[src/rtl/rv_wb_pkg.sv]
// Shared types for the register-unit writeback scheduler.
package rv_wb_pkg;

  typedef logic [4:0] regaddr_t;

  typedef struct packed {
    regaddr_t    rd;
    logic [31:0] data;
  } wb_entry_t;

  localparam regaddr_t REG_X0 = 5'd0;

endpackage

[src/rtl/wb_fifo.sv]
// Small synchronous FIFO with registered head, used for both the load queue and write buffer.
module wb_fifo #(
  parameter int  DEPTH = 4,
  parameter type T     = logic
) (
  input  logic clk,
  input  logic rst_n,
  input  logic push,
  input  logic pop,
  input  T     din,
  output logic full,
  output logic empty,
  output T     head
);

  localparam int AW = $clog2(DEPTH);

  T             mem_q [DEPTH];
  T             mem_d [DEPTH];
  logic [AW-1:0] wr_ptr_q, wr_ptr_d;
  logic [AW-1:0] rd_ptr_q, rd_ptr_d;
  logic [AW:0]   count_q, count_d;
  logic          do_push;
  logic          do_pop;

  assign full  = (count_q == (AW+1)'(DEPTH));
  assign empty = (count_q == '0);
  assign head  = mem_q[rd_ptr_q];

  // Next-state for storage, pointers and occupancy; push into a full FIFO only lands when it also pops.
  always_comb begin
    do_push  = push && (!full || pop);
    do_pop   = pop && !empty;
    mem_d    = mem_q;
    wr_ptr_d = wr_ptr_q;
    rd_ptr_d = rd_ptr_q;
    count_d  = count_q;
    if (do_push) begin
      mem_d[wr_ptr_q] = din;
      wr_ptr_d        = wr_ptr_q + 1'b1;
    end
    if (do_pop) begin
      rd_ptr_d = rd_ptr_q + 1'b1;
    end
    case ({do_push, do_pop})
      2'b10:   count_d = count_q + 1'b1;
      2'b01:   count_d = count_q - 1'b1;
      default: count_d = count_q;
    endcase
  end

  // Pointer and occupancy registers; reset empties the FIFO.
  always_ff @(posedge clk) begin
    if (!rst_n) begin
      wr_ptr_q <= '0;
      rd_ptr_q <= '0;
      count_q  <= '0;
    end else begin
      wr_ptr_q <= wr_ptr_d;
      rd_ptr_q <= rd_ptr_d;
      count_q  <= count_d;
    end
  end

  // Storage array; contents are meaningless while empty so it carries no reset.
  always_ff @(posedge clk) begin
    mem_q <= mem_d;
  end

endmodule

[src/rtl/ru_wb_sched.sv]
// Writeback scheduler sharing the single RU write port between core results and load returns.
module ru_wb_sched
  import rv_wb_pkg::*;
#(
  parameter int LQ_DEPTH = 4,
  parameter int WB_DEPTH = 2
) (
  input  logic        clk,
  input  logic        rst_n,
  input  logic        CoreWrEn,
  input  logic [4:0]  CoreRd,
  input  logic [31:0] CoreDataWr,
  input  logic        LoadIssue,
  input  logic [4:0]  LoadRd,
  input  logic [4:0]  Rs1,
  input  logic        Rs1Used,
  input  logic [4:0]  Rs2,
  input  logic        Rs2Used,
  input  logic        MemRspValid,
  input  logic [31:0] MemRspData,
  output logic        MemRspReady,
  output logic        RUWr,
  output logic [4:0]  RUAddr,
  output logic [31:0] RUDataWr,
  output logic        Stall,
  output logic        LoadQFull,
  output logic        RspErr
);

  logic [31:0] busy_q, busy_d;
  logic        rsp_err_q, rsp_err_d;
  logic        lq_full, lq_empty, wb_full, wb_empty;
  regaddr_t    lq_head;
  wb_entry_t   wb_head, wb_din;
  logic        core_en, load_en, core_wins;
  logic        rsp_fire, rsp_accept, wb_pop;

  // Load queue: destination registers of loads still waiting for their data.
  wb_fifo #(.DEPTH(LQ_DEPTH), .T(regaddr_t)) u_lq (
    .clk   (clk),
    .rst_n (rst_n),
    .push  (load_en),
    .pop   (rsp_accept),
    .din   (LoadRd),
    .full  (lq_full),
    .empty (lq_empty),
    .head  (lq_head)
  );

  // Write buffer: returned load data waiting for a free slot on the RU port.
  wb_fifo #(.DEPTH(WB_DEPTH), .T(wb_entry_t)) u_wb (
    .clk   (clk),
    .rst_n (rst_n),
    .push  (rsp_accept),
    .pop   (wb_pop),
    .din   (wb_din),
    .full  (wb_full),
    .empty (wb_empty),
    .head  (wb_head)
  );

  assign LoadQFull = lq_full;
  assign RspErr    = rsp_err_q;

  // Hazard detection, port arbitration and scoreboard next-state; reset forces the port and handshakes idle.
  always_comb begin
    Stall = rst_n && ((Rs1Used && busy_q[Rs1]) || (Rs2Used && busy_q[Rs2]) ||
                      (CoreWrEn && busy_q[CoreRd]) ||
                      (LoadIssue && (lq_full || busy_q[LoadRd])));
    core_en     = rst_n && CoreWrEn && !Stall;
    load_en     = rst_n && LoadIssue && !Stall;
    MemRspReady = rst_n && !wb_full;
    rsp_fire    = MemRspValid && MemRspReady;
    rsp_accept  = rsp_fire && !lq_empty;
    wb_din      = '{rd: lq_head, data: MemRspData};
    core_wins   = core_en && (CoreRd != REG_X0);
    wb_pop      = rst_n && !core_wins && !wb_empty;

    RUWr     = 1'b0;
    RUAddr   = '0;
    RUDataWr = '0;
    if (core_wins) begin
      RUWr     = 1'b1;
      RUAddr   = CoreRd;
      RUDataWr = CoreDataWr;
    end else if (wb_pop && (wb_head.rd != REG_X0)) begin
      RUWr     = 1'b1;
      RUAddr   = wb_head.rd;
      RUDataWr = wb_head.data;
    end

    busy_d = busy_q;
    if (wb_pop) begin
      busy_d[wb_head.rd] = 1'b0;
    end
    if (load_en && (LoadRd != REG_X0)) begin
      busy_d[LoadRd] = 1'b1;
    end
    busy_d[0] = 1'b0;

    rsp_err_d = rsp_err_q || (rsp_fire && lq_empty);
  end

  // Scoreboard and sticky orphan-response flag.
  always_ff @(posedge clk) begin
    if (!rst_n) begin
      busy_q    <= '0;
      rsp_err_q <= 1'b0;
    end else begin
      busy_q    <= busy_d;
      rsp_err_q <= rsp_err_d;
    end
  end

endmodule

[config.mk]
export PLATFORM = sky130hd
export DESIGN_NAME = ru_wb_sched
export DESIGN_NICKNAME = d
export VERILOG_FILES = /design/src/rtl/rv_wb_pkg.sv /design/src/rtl/wb_fifo.sv /design/src/rtl/ru_wb_sched.sv
export SDC_FILE = /design/constraint.sdc
export NUM_CORES = 1
export LEC_CHECK = 0
export CORE_MARGIN = 2
export CORE_UTILIZATION = 57
export CTS_CLUSTER_DIAMETER = 150
export CTS_CLUSTER_SIZE = 24
export DETAILED_ROUTE_END_ITERATION = 10
export PLACE_DENSITY = 0.86
export SETUP_SLACK_MARGIN = 0.15
export SYNTH_ARGS = -nofsm -noshare
export SYNTH_HDL_FRONTEND = slang
export SYNTH_SLANG_ARGS = --single-unit
[constraint.sdc]
create_clock -name clk -period 7.1 [get_ports clk]
set_clock_uncertainty 0.1 [all_clocks]
set_input_delay 0.71 -clock clk [delete_from_list [all_inputs] [get_ports clk]]
set_output_delay 0.71 -clock clk [all_outputs]
set_load 0.02 [all_outputs]
==> results of run 1 <==
[per-stage QoR]
step,cell area (sq um),instances
3_5_place_dp,8740,919
4_1_cts,9320,951
2_1_floorplan,7330,660
3_3_place_gp,8740,919
5_1_grt,9320,951
6_report,9320,951
[final timing paths]
check | startpoint | end | cells past startpoint
hold / removal | RspErr | RspErr | 1
setup / recovery | CoreRd[0] | RUDataWr[25] | 10
setup reg to reg | busy_q[12] | u_lq.count_q[2] | 12
hold reg to reg | RspErr | RspErr | 1
[power by group]
group,leakage (nW),internal [mW],switching (mW),total (mW)
registers,1.20,0.877,0.0137,0.891
logic,1.58,0.157,0.193,0.350
clock network,0.286,0.500,0.339,0.839
[state kept, by name, indices dropped and copies added (netlist names)]
| register | cells |
|---|---|
| u_lq.mem_q | 20 |
| busy_q | 31 |
| RspErr | 1 |
| u_lq.count_q | 3 |
| u_wb.mem_q | 74 |
| u_wb.wr_ptr_q | 1 |
| u_lq.wr_ptr_q | 2 |
| u_wb.count_q | 2 |
| u_lq.rd_ptr_q | 2 |
| u_wb.rd_ptr_q | 1 |
[cell type report]
cell class	instances	area share [%]
clock buffers	21	5.29
clock inverters	11	0.860
inverters	15	0.604
multi-input cells	455	36.5
flip-flops and latches	137	39.6
well taps	172	2.31
repair buffers	140	14.8
[cell families (layout without fill, tap and decap cells)]
group | count (synthesis) | count (layout) | share of synthesized area (%)
simple gates | 212 | 212 | 14.3
compound gates | 145 | 145 | 13.4
flops | 137 | 137 | 50.2
mux | 85 | 85 | 16.3
buf+inv | 68 | 187 | 3.70
fa+ha+maj | 7 | 7 | 1.30
xor+xnor | 6 | 6 | 0.717
[cells in the final DEF (no fill, tap or decap), drive strengths merged, types with 10 or more instances in the layout]
cell type / netlist / layout
a211oi: 10 / 10
a21oi: 28 / 28
clkbuf: 42 / 21
clkdlybuf4s50: 0 / 132
dfxtp: 43 / 43
edfxtp: 94 / 94
inv: 15 / 21
mux2: 14 / 14
mux2i: 45 / 45
mux4: 26 / 26
nand2: 80 / 80
nand3: 45 / 45
nor2: 21 / 21
nor2b: 11 / 11
o22ai: 35 / 35
o31ai: 37 / 37
[routing by layer]
metal	global-route usage [%]	share of wire (%)	up-vias
met2	50.1	50	404
li1	-	-	2748
met3	7.49	9.9	66
met1	37.8	38	2976
met4	10.6	2.7	0
met5	0	0	-
==> impl_metrics.toml, run 1 <==
[grt]
antenna_found_initial = 0
track_usage_pct = 29.9
grt_overflow_total = 0
grt_max_degree = 55
grt_pass1_wl_um = 31900
grt_pass1_vias = 6003

[logic_synthesis]
synth_most_common_cell = "edfxtp_1"
syn_avg_cell_area_sq_um = 11.1
synth_warnings = 0
ys.flop_type = "edfxtp_1"
async_reset_ff_share_pct = 0
synth_area_sq_um = 7330
synth_cell_types = 58
ys_seq_area_share_pct = 50.2
synth_top_area_share_pct = 38.5
netlist_top_cells_count = "edfxtp_1, nand2_1, mux2i_1, nand3_1, dfxtp_1"
ys_ff_latch = 137
synth_area_leaders = "edfxtp_1, dfxtp_1, mux4_2"
synth_edf_count = 94
yosysTopAreaCell = "edfxtp_1"
synth_cells = 660
synth_nets = 758

[die]
die_y_um = 117
die_area_sq_um = 13800
design.core.area_sq_um = 12600
num_rows = 41
io_pins = 133
start_util_pct = 58.3
die_w_um = 117

[setup_path]
cp_slowest_cell = "clkdlybuf4s50_1"
r2r_slack_ns = 3.22
path_common_cell = "clkdlybuf4s50_1"
critPathArrivalTime_ns = 4.84
max_stage_delay_ns = 0.83
crit_chain = "clkdlybuf4s50_1 > mux4_2 > a2bb2oi_1 > and3_1 > nor4_1 > and4_2 > buf_4 > nand3_1 > o31ai_1 > clkdlybuf4s50_1"
timing.critical_path.buf_inv = 3
startpoint_type = "primary input"
cp_top_family = "buffers and inverters"
end_kind = "output pin"
cp_max_fo = 36
critPathKind = "primary input to output pin"
required_ns = 6.29

[clock_network]
cts_tree = "yes"
cts_root_buf = "clkbuf_16"
cts.path.max_buffers = 2
cts_resized = 0
clk_pin_slew_worst_paths_ns = 0.06
numCtsBuffers = 17
postCtsSetupRepairBufs = 0
clock_latency_ns = 0.42
clock-sinks = 137
hold_buffers = 0
htreeDepth = 4

[routing]
drcViolationCount = 0
via_per_inst = 6.51
final_antenna_net_count = 0
drt_iter0_markers = 682
vias = 6194
wl_per_cell_um = 21.7
wl_um = 20700
first_pass_iters = 6

[sta]
max_freq_mhz = 177
period_needed_ns = 5.65
tightest_slew_ns = 1.12
setup_viol = 0
rsz0062_at_grt = "false"
slew_violations = 0
setup_tns_ns = 0
finalHoldViolations = 0
finalCritPeriodShare_pct = 79.6
slew_headroom_pct = 25.3
layout_setup_ws_ns = 1.45
holdWs_ns = 0.368

[layout]
diodes = 0
fin_util_pct = 74.1
drive_above_1_share_pct = 11.3
nets = 864
area_delta_synth_final_pct = 27.0
regArea_sq_um = 3680
multi_input_area_sq_um = 3400
nFillCells = 825

[job]
maxCapViolations = 0

[power_and_ir_drop]
power.density_nw_per_um2 = 223
ir_drop_v = 0.000206
leakage_nw = 3.07
power_mw = 2.08

[status]
status = "complete, no violations"

[placement]
dp_hpwl_um = 14200
dp_slack_ns = 1.54
numPortBuffers = 132
gp_congestion = 1.01

[min_path]
holdCritPathClass = "flip-flop to flip-flop"
Note: power is estimated with default switching activity, not from simulation.
==> run 2: changes to the inputs <==
CORE_UTILIZATION = 48   (was 57)
PLACE_DENSITY = 0.77   (was 0.86)
clock period = 5.15 ns   (was 7.1 ns; I/O delays follow)
==> run 2 against run 1 <==
Clock power grew 54%. Sequential power grew 39%. Hold slack lost 0.0062 ns. Critical path depth is the same. Via count shrank 1.1%. Final cell count grew 2.6%. Die area grew 18%. Register-to-register slack lost 1.6 ns. Flip-flop and latch count is the same. Highest routed layer unchanged.
==> impl_metrics.toml, run 2 (synthesis results as in run 1) <==
[setup_path]
startpoint_type = "primary input"
r2r_slack_ns = 1.66
r2r_cells = 13
end_kind = "output pin"
worstSetupStartpoint = "Rs2[1]"
timing.rr.end = "u_lq.count_q[2]"
worstSetupEndpoint = "RUDataWr[14]"
reg2reg_from = "busy_q[3]"
critPathArrivalTime_ns = 4.18
required_ns = 4.53
cp_max_fo = 40
critPathKind = "primary input to output pin"

[layout]
regMostFlops = "u_wb.mem_q"
nets = 873
largest_reg_flops = 74
final_common_cell = "clkdlybuf4s50_1"
largestRegisters = "u_wb.mem_q x74, busy_q x31, u_lq.mem_q x20"
area_delta_synth_final_pct = 29.4
layout_common_cells = "clkdlybuf4s50_1, edfxtp_1, nand2_1, mux2i_1, nand3_1"
drive_above_1_share_pct = 12.3
diodes = 0
stdcell_count = 976

[die]
die_w_um = 128
die_area_sq_um = 16300
start_util_pct = 48.6
io_pins = 133
die_y_um = 128
num_rows = 45
design.core.area_sq_um = 15100

[status]
status = "complete, no violations"

[power_and_ir_drop]
power.density_nw_per_um2 = 317
power_mw = 3.00
ir_drop_v = 0.000252
leakage_nw = 3.14

[sta]
slew_violations = 0
holdWs_ns = 0.362
finalCritPeriodShare_pct = 93.2
tightest_slew_ns = 1.09
rsz0062_at_grt = "false"
setup_viol = 0
max_freq_mhz = 208
period_needed_ns = 4.80
slew_headroom_pct = 27.4
finalHoldViolations = 0
setup_tns_ns = 0

[routing]
first_pass_iters = 5
wl_per_cell_um = 21.5
final_antenna_net_count = 0
wl_um = 21000
vias = 6128
drcViolationCount = 0
drt_iter0_markers = 589
via_per_inst = 6.28

[job]
maxCapViolations = 0

[clock_network]
cts.path.max_buffers = 2
numCtsBuffers = 17
postCtsSetupRepairBufs = 0
htreeDepth = 4
clk_pin_slew_worst_paths_ns = 0.06
cts_root_buf = "clkbuf_16"
clock_latency_ns = 0.42
cts_tree = "yes"
clock-sinks = 137

[grt]
grt_max_degree = 77
antenna_found_initial = 0
use_met1_pct = 33.6
met3_usage_pct = 4.98
grt_overflow_total = 0
top_usage_layer = "met2"
grt_use_met2_pct = 41.2
track_usage_pct = 25.7
grt_pass1_vias = 5989
grt_pass1_wl_um = 31600

[min_path]
holdCritPathClass = "flip-flop to flip-flop"
hp-start = "RspErr"

[placement]
gp_congestion = 0.976
dp_cells = 944
numPortBuffers = 132
dp_hpwl_um = 15000
## run 2: power by group
part           total (mW)  switching, mW  internal [mW]
Combinational       0.483          0.260          0.223
Sequential           1.24         0.0273           1.21
Clock                1.29          0.474          0.812
## run 2: how the worst min path moves through the flow
stage                     slack (ns)               end  cells past startpoint
after global routing            0.40            RspErr                      1
after detailed placement        0.35            RspErr                      1
final                           0.36            RspErr                      1
after global placement          0.35            RspErr                      1
after floorplan                 0.37  u_lq.wr_ptr_q[1]                      2
after CTS                       0.37            RspErr                      1
## run 2: layout make-up
cell class,instances,area [sq um]
repair buffers,149,1480
clock buffers,18,429
clock inverters,14,199
fillers,1164,5600
well taps,188,235
inverters,15,56.3
multi-input cells,455,3410
flip-flops and latches,137,3680
## run 2: per-stage QoR
stage          setup WS [ns]  util, %  instance area, sq um
6_report               0.351     62.9                  9490
5_1_grt                0.191     62.9                  9490
3_5_place_dp           0.284     58.7                  8850
4_1_cts                0.265     62.8                  9480
3_3_place_gp           0.466     58.7                  8850
2_1_floorplan           1.13        -                  7330
## run 2: routing by layer
metal / routed length (um) / vias to the layer above
li1: - / 2768
met1: 8480 / 2962
met2: 10200 / 335
met3: 1610 / 63
met4: 712 / 0
met5: 0 / -
## run 2: critical path, cell delays in order
cell and delay [ns]:
clkdlybuf4s50_1 0.75, mux2_1 0.43, a2111oi_1 0.50, nor4_1 0.13
nor2_1 0.21, and4_2 0.50, buf_12 0.25, nand3_1 0.11
o31ai_1 0.10, clkdlybuf4s50_1 0.66
## run 2: repair_timing
item                       in CTS  in global routing
setup endpoints to repair       0                 33
hold buffers                    0                  0
gates resized for setup         0                  3
==> run 3: changes to the inputs <==
CORE_MARGIN = unset   (was 2)
CORE_UTILIZATION = 45   (was 48)
PLACE_DENSITY = 0.73   (was 0.77)
==> run 3 against run 2 <==
Via count is 0.75% lower. Hold slack lost 0.0012 ns. Clock power is 7% lower. Routed wire length decreased by 0.53%. Design area hardly changed. Fmax increased by 0.30%. Critical path depth did not move. Global-route usage decreased by 0.24 points. Non-clock buffer count is the same. Die area up 3.2%. Flip-flop and latch count stayed put. Critical endpoint is now RUDataWr[17]. Largest cell class unchanged. Largest power group is now sequential cells.
==> impl_metrics.toml, run 3 (synthesis results as in run 1) <==
[sta]
period_needed_ns = 4.78
slew_violations = 0
setup_viol = 0
setup_tns_ns = 0
finalHoldViolations = 0
tightest_slew_ns = 1.13
rsz0062_at_grt = "false"
slew_headroom_pct = 24.4
finalCritPeriodShare_pct = 92.9
max_freq_mhz = 209

[layout]
drive_above_1_share_pct = 12.3
diodes = 0
area_delta_synth_final_pct = 29.3
largestRegisters = "u_wb.mem_q x74, busy_q x31, u_lq.mem_q x20"
regMostFlops = "u_wb.mem_q"
stdcell_count = 1004
largest_reg_flops = 74
final_common_cell = "clkdlybuf4s50_1"
layout_common_cells = "clkdlybuf4s50_1, edfxtp_1, nand2_1, mux2i_1, nand3_1"
nets = 873

[routing]
wl_um = 20900
final_antenna_net_count = 0
via_per_inst = 6.06
wl_per_cell_um = 20.8
drt_iter0_markers = 601
first_pass_iters = 6
drcViolationCount = 0
vias = 6082

[setup_path]
end_kind = "output pin"
path_common_cell = "clkdlybuf4s50_1"
critPathKind = "primary input to output pin"
max_stage_delay_ns = 0.80
cp_slowest_cell = "clkdlybuf4s50_1"
startpoint_type = "primary input"
cp_max_fo = 37
critPathArrivalTime_ns = 4.17
required_ns = 4.53
crit_chain = "clkdlybuf4s50_1 > mux4_2 > mux2i_1 > a2111oi_0 > a31oi_1 > and2_2 > buf_12 > nand3_1 > o31ai_1 > clkdlybuf4s50_1"

[die]
die_y_um = 130
num_rows = 46
die_w_um = 130
die_area_sq_um = 16800
io_pins = 133
start_util_pct = 46.2
design.core.area_sq_um = 15900

[clock_network]
cts_tree = "yes"
clk_pin_slew_worst_paths_ns = 0.06
htreeDepth = 4
postCtsSetupRepairBufs = 0
numCtsBuffers = 17
cts.path.max_buffers = 2
cts_resized = 0
clock_latency_ns = 0.42
cts_root_buf = "clkbuf_16"
clock-sinks = 137
hold_buffers = 0

[grt]
antenna_found_initial = 0
track_usage_pct = 25.5
grt_pass1_vias = 5856
grt_max_degree = 42
grt_pass1_wl_um = 31600
met3_usage_pct = 5.70
top_usage_layer = "met2"
grt_use_met2_pct = 39.6
use_met1_pct = 33.4
grt_overflow_total = 0

[placement]
dp_cells = 972
dp_hpwl_um = 14900
numPortBuffers = 132
gp_congestion = 0.977

[min_path]
holdCritPathClass = "flip-flop to flip-flop"

[power_and_ir_drop]
power_mw = 2.92
leakage_nw = 3.12
power.density_nw_per_um2 = 308
ir_drop_v = 0.000298

[job]
maxCapViolations = 0

[status]
status = "complete, no violations"
==> run 3: changes by cell type in the layout (fill, tap and decap cells not counted), sizes merged <==
cell,previous run,this run
clkinvlp,4,1
bufinv,4,2
clkinv,5,7
inv,16,18
clkbuf,18,19
clkdlybuf4s50,131,132
dlymetal6s2s,1,0
==> run 3: path summary, 6_finish.rpt <==
check / endpoint / cells past startpoint / from / slack, ns
worst min-delay path: RspErr / 1 / RspErr / 0.36
worst max-delay path: RUDataWr[17] / 10 / Rs1[0] / 0.37
worst min register to register: RspErr / 1 / RspErr / 0.36
worst max register to register: u_lq.count_q[2] / 13 / busy_q[1] / 1.53
==> run 3: layout make-up <==
| type | count | area [sq um] |
|---|---|---|
| Fill cell | 1285 | 6410 |
| Sequential cell | 137 | 3680 |
| Multi-Input combinational cell | 455 | 3400 |
| Timing Repair Buffer | 149 | 1470 |
| Clock buffer | 19 | 443 |
| Tap cell | 216 | 270 |
| Clock inverter | 13 | 146 |
| Inverter | 15 | 56.3 |
==> run 3: metrics by stage <==
| step | utilization [%] | hold slack, ns | setup WS [ns] | area [sq um] |
|---|---|---|---|---|
| after floorplan | - | 0.371 | 1.13 | 7330 |
| after global placement | 56.0 | 0.352 | 0.505 | 8890 |
| after detailed placement | 56.0 | 0.353 | 0.369 | 8890 |
| after CTS | 59.7 | 0.367 | 0.360 | 9480 |
| after global routing | 59.7 | 0.402 | 0.177 | 9480 |
| final | 59.7 | 0.361 | 0.365 | 9480 |
==> run 3: critical path: cells and delay by family <==
family / cells / cell delay, ns
AO/OA/AOI/OAI: 3 / 0.50
buffers and inverters: 3 / 1.71
multiplexers: 2 / 0.74
AND/OR/NAND/NOR: 2 / 0.65
==> run 3: metal layers <==
metal | up-vias | wire [um]
met1 | 2914 | 8410
met3 | 66 | 1880
li1 | 2765 | -
met2 | 337 | 9770
met5 | - | 0
met4 | 0 | 821
==> run 3: power breakdown <==
group / switching (mW) / internal [mW] / total (mW)
combinational: 0.250 / 0.223 / 0.473
clock: 0.473 / 0.731 / 1.20
sequential: 0.0344 / 1.21 / 1.24
total: 0.757 / 2.16 / 2.92
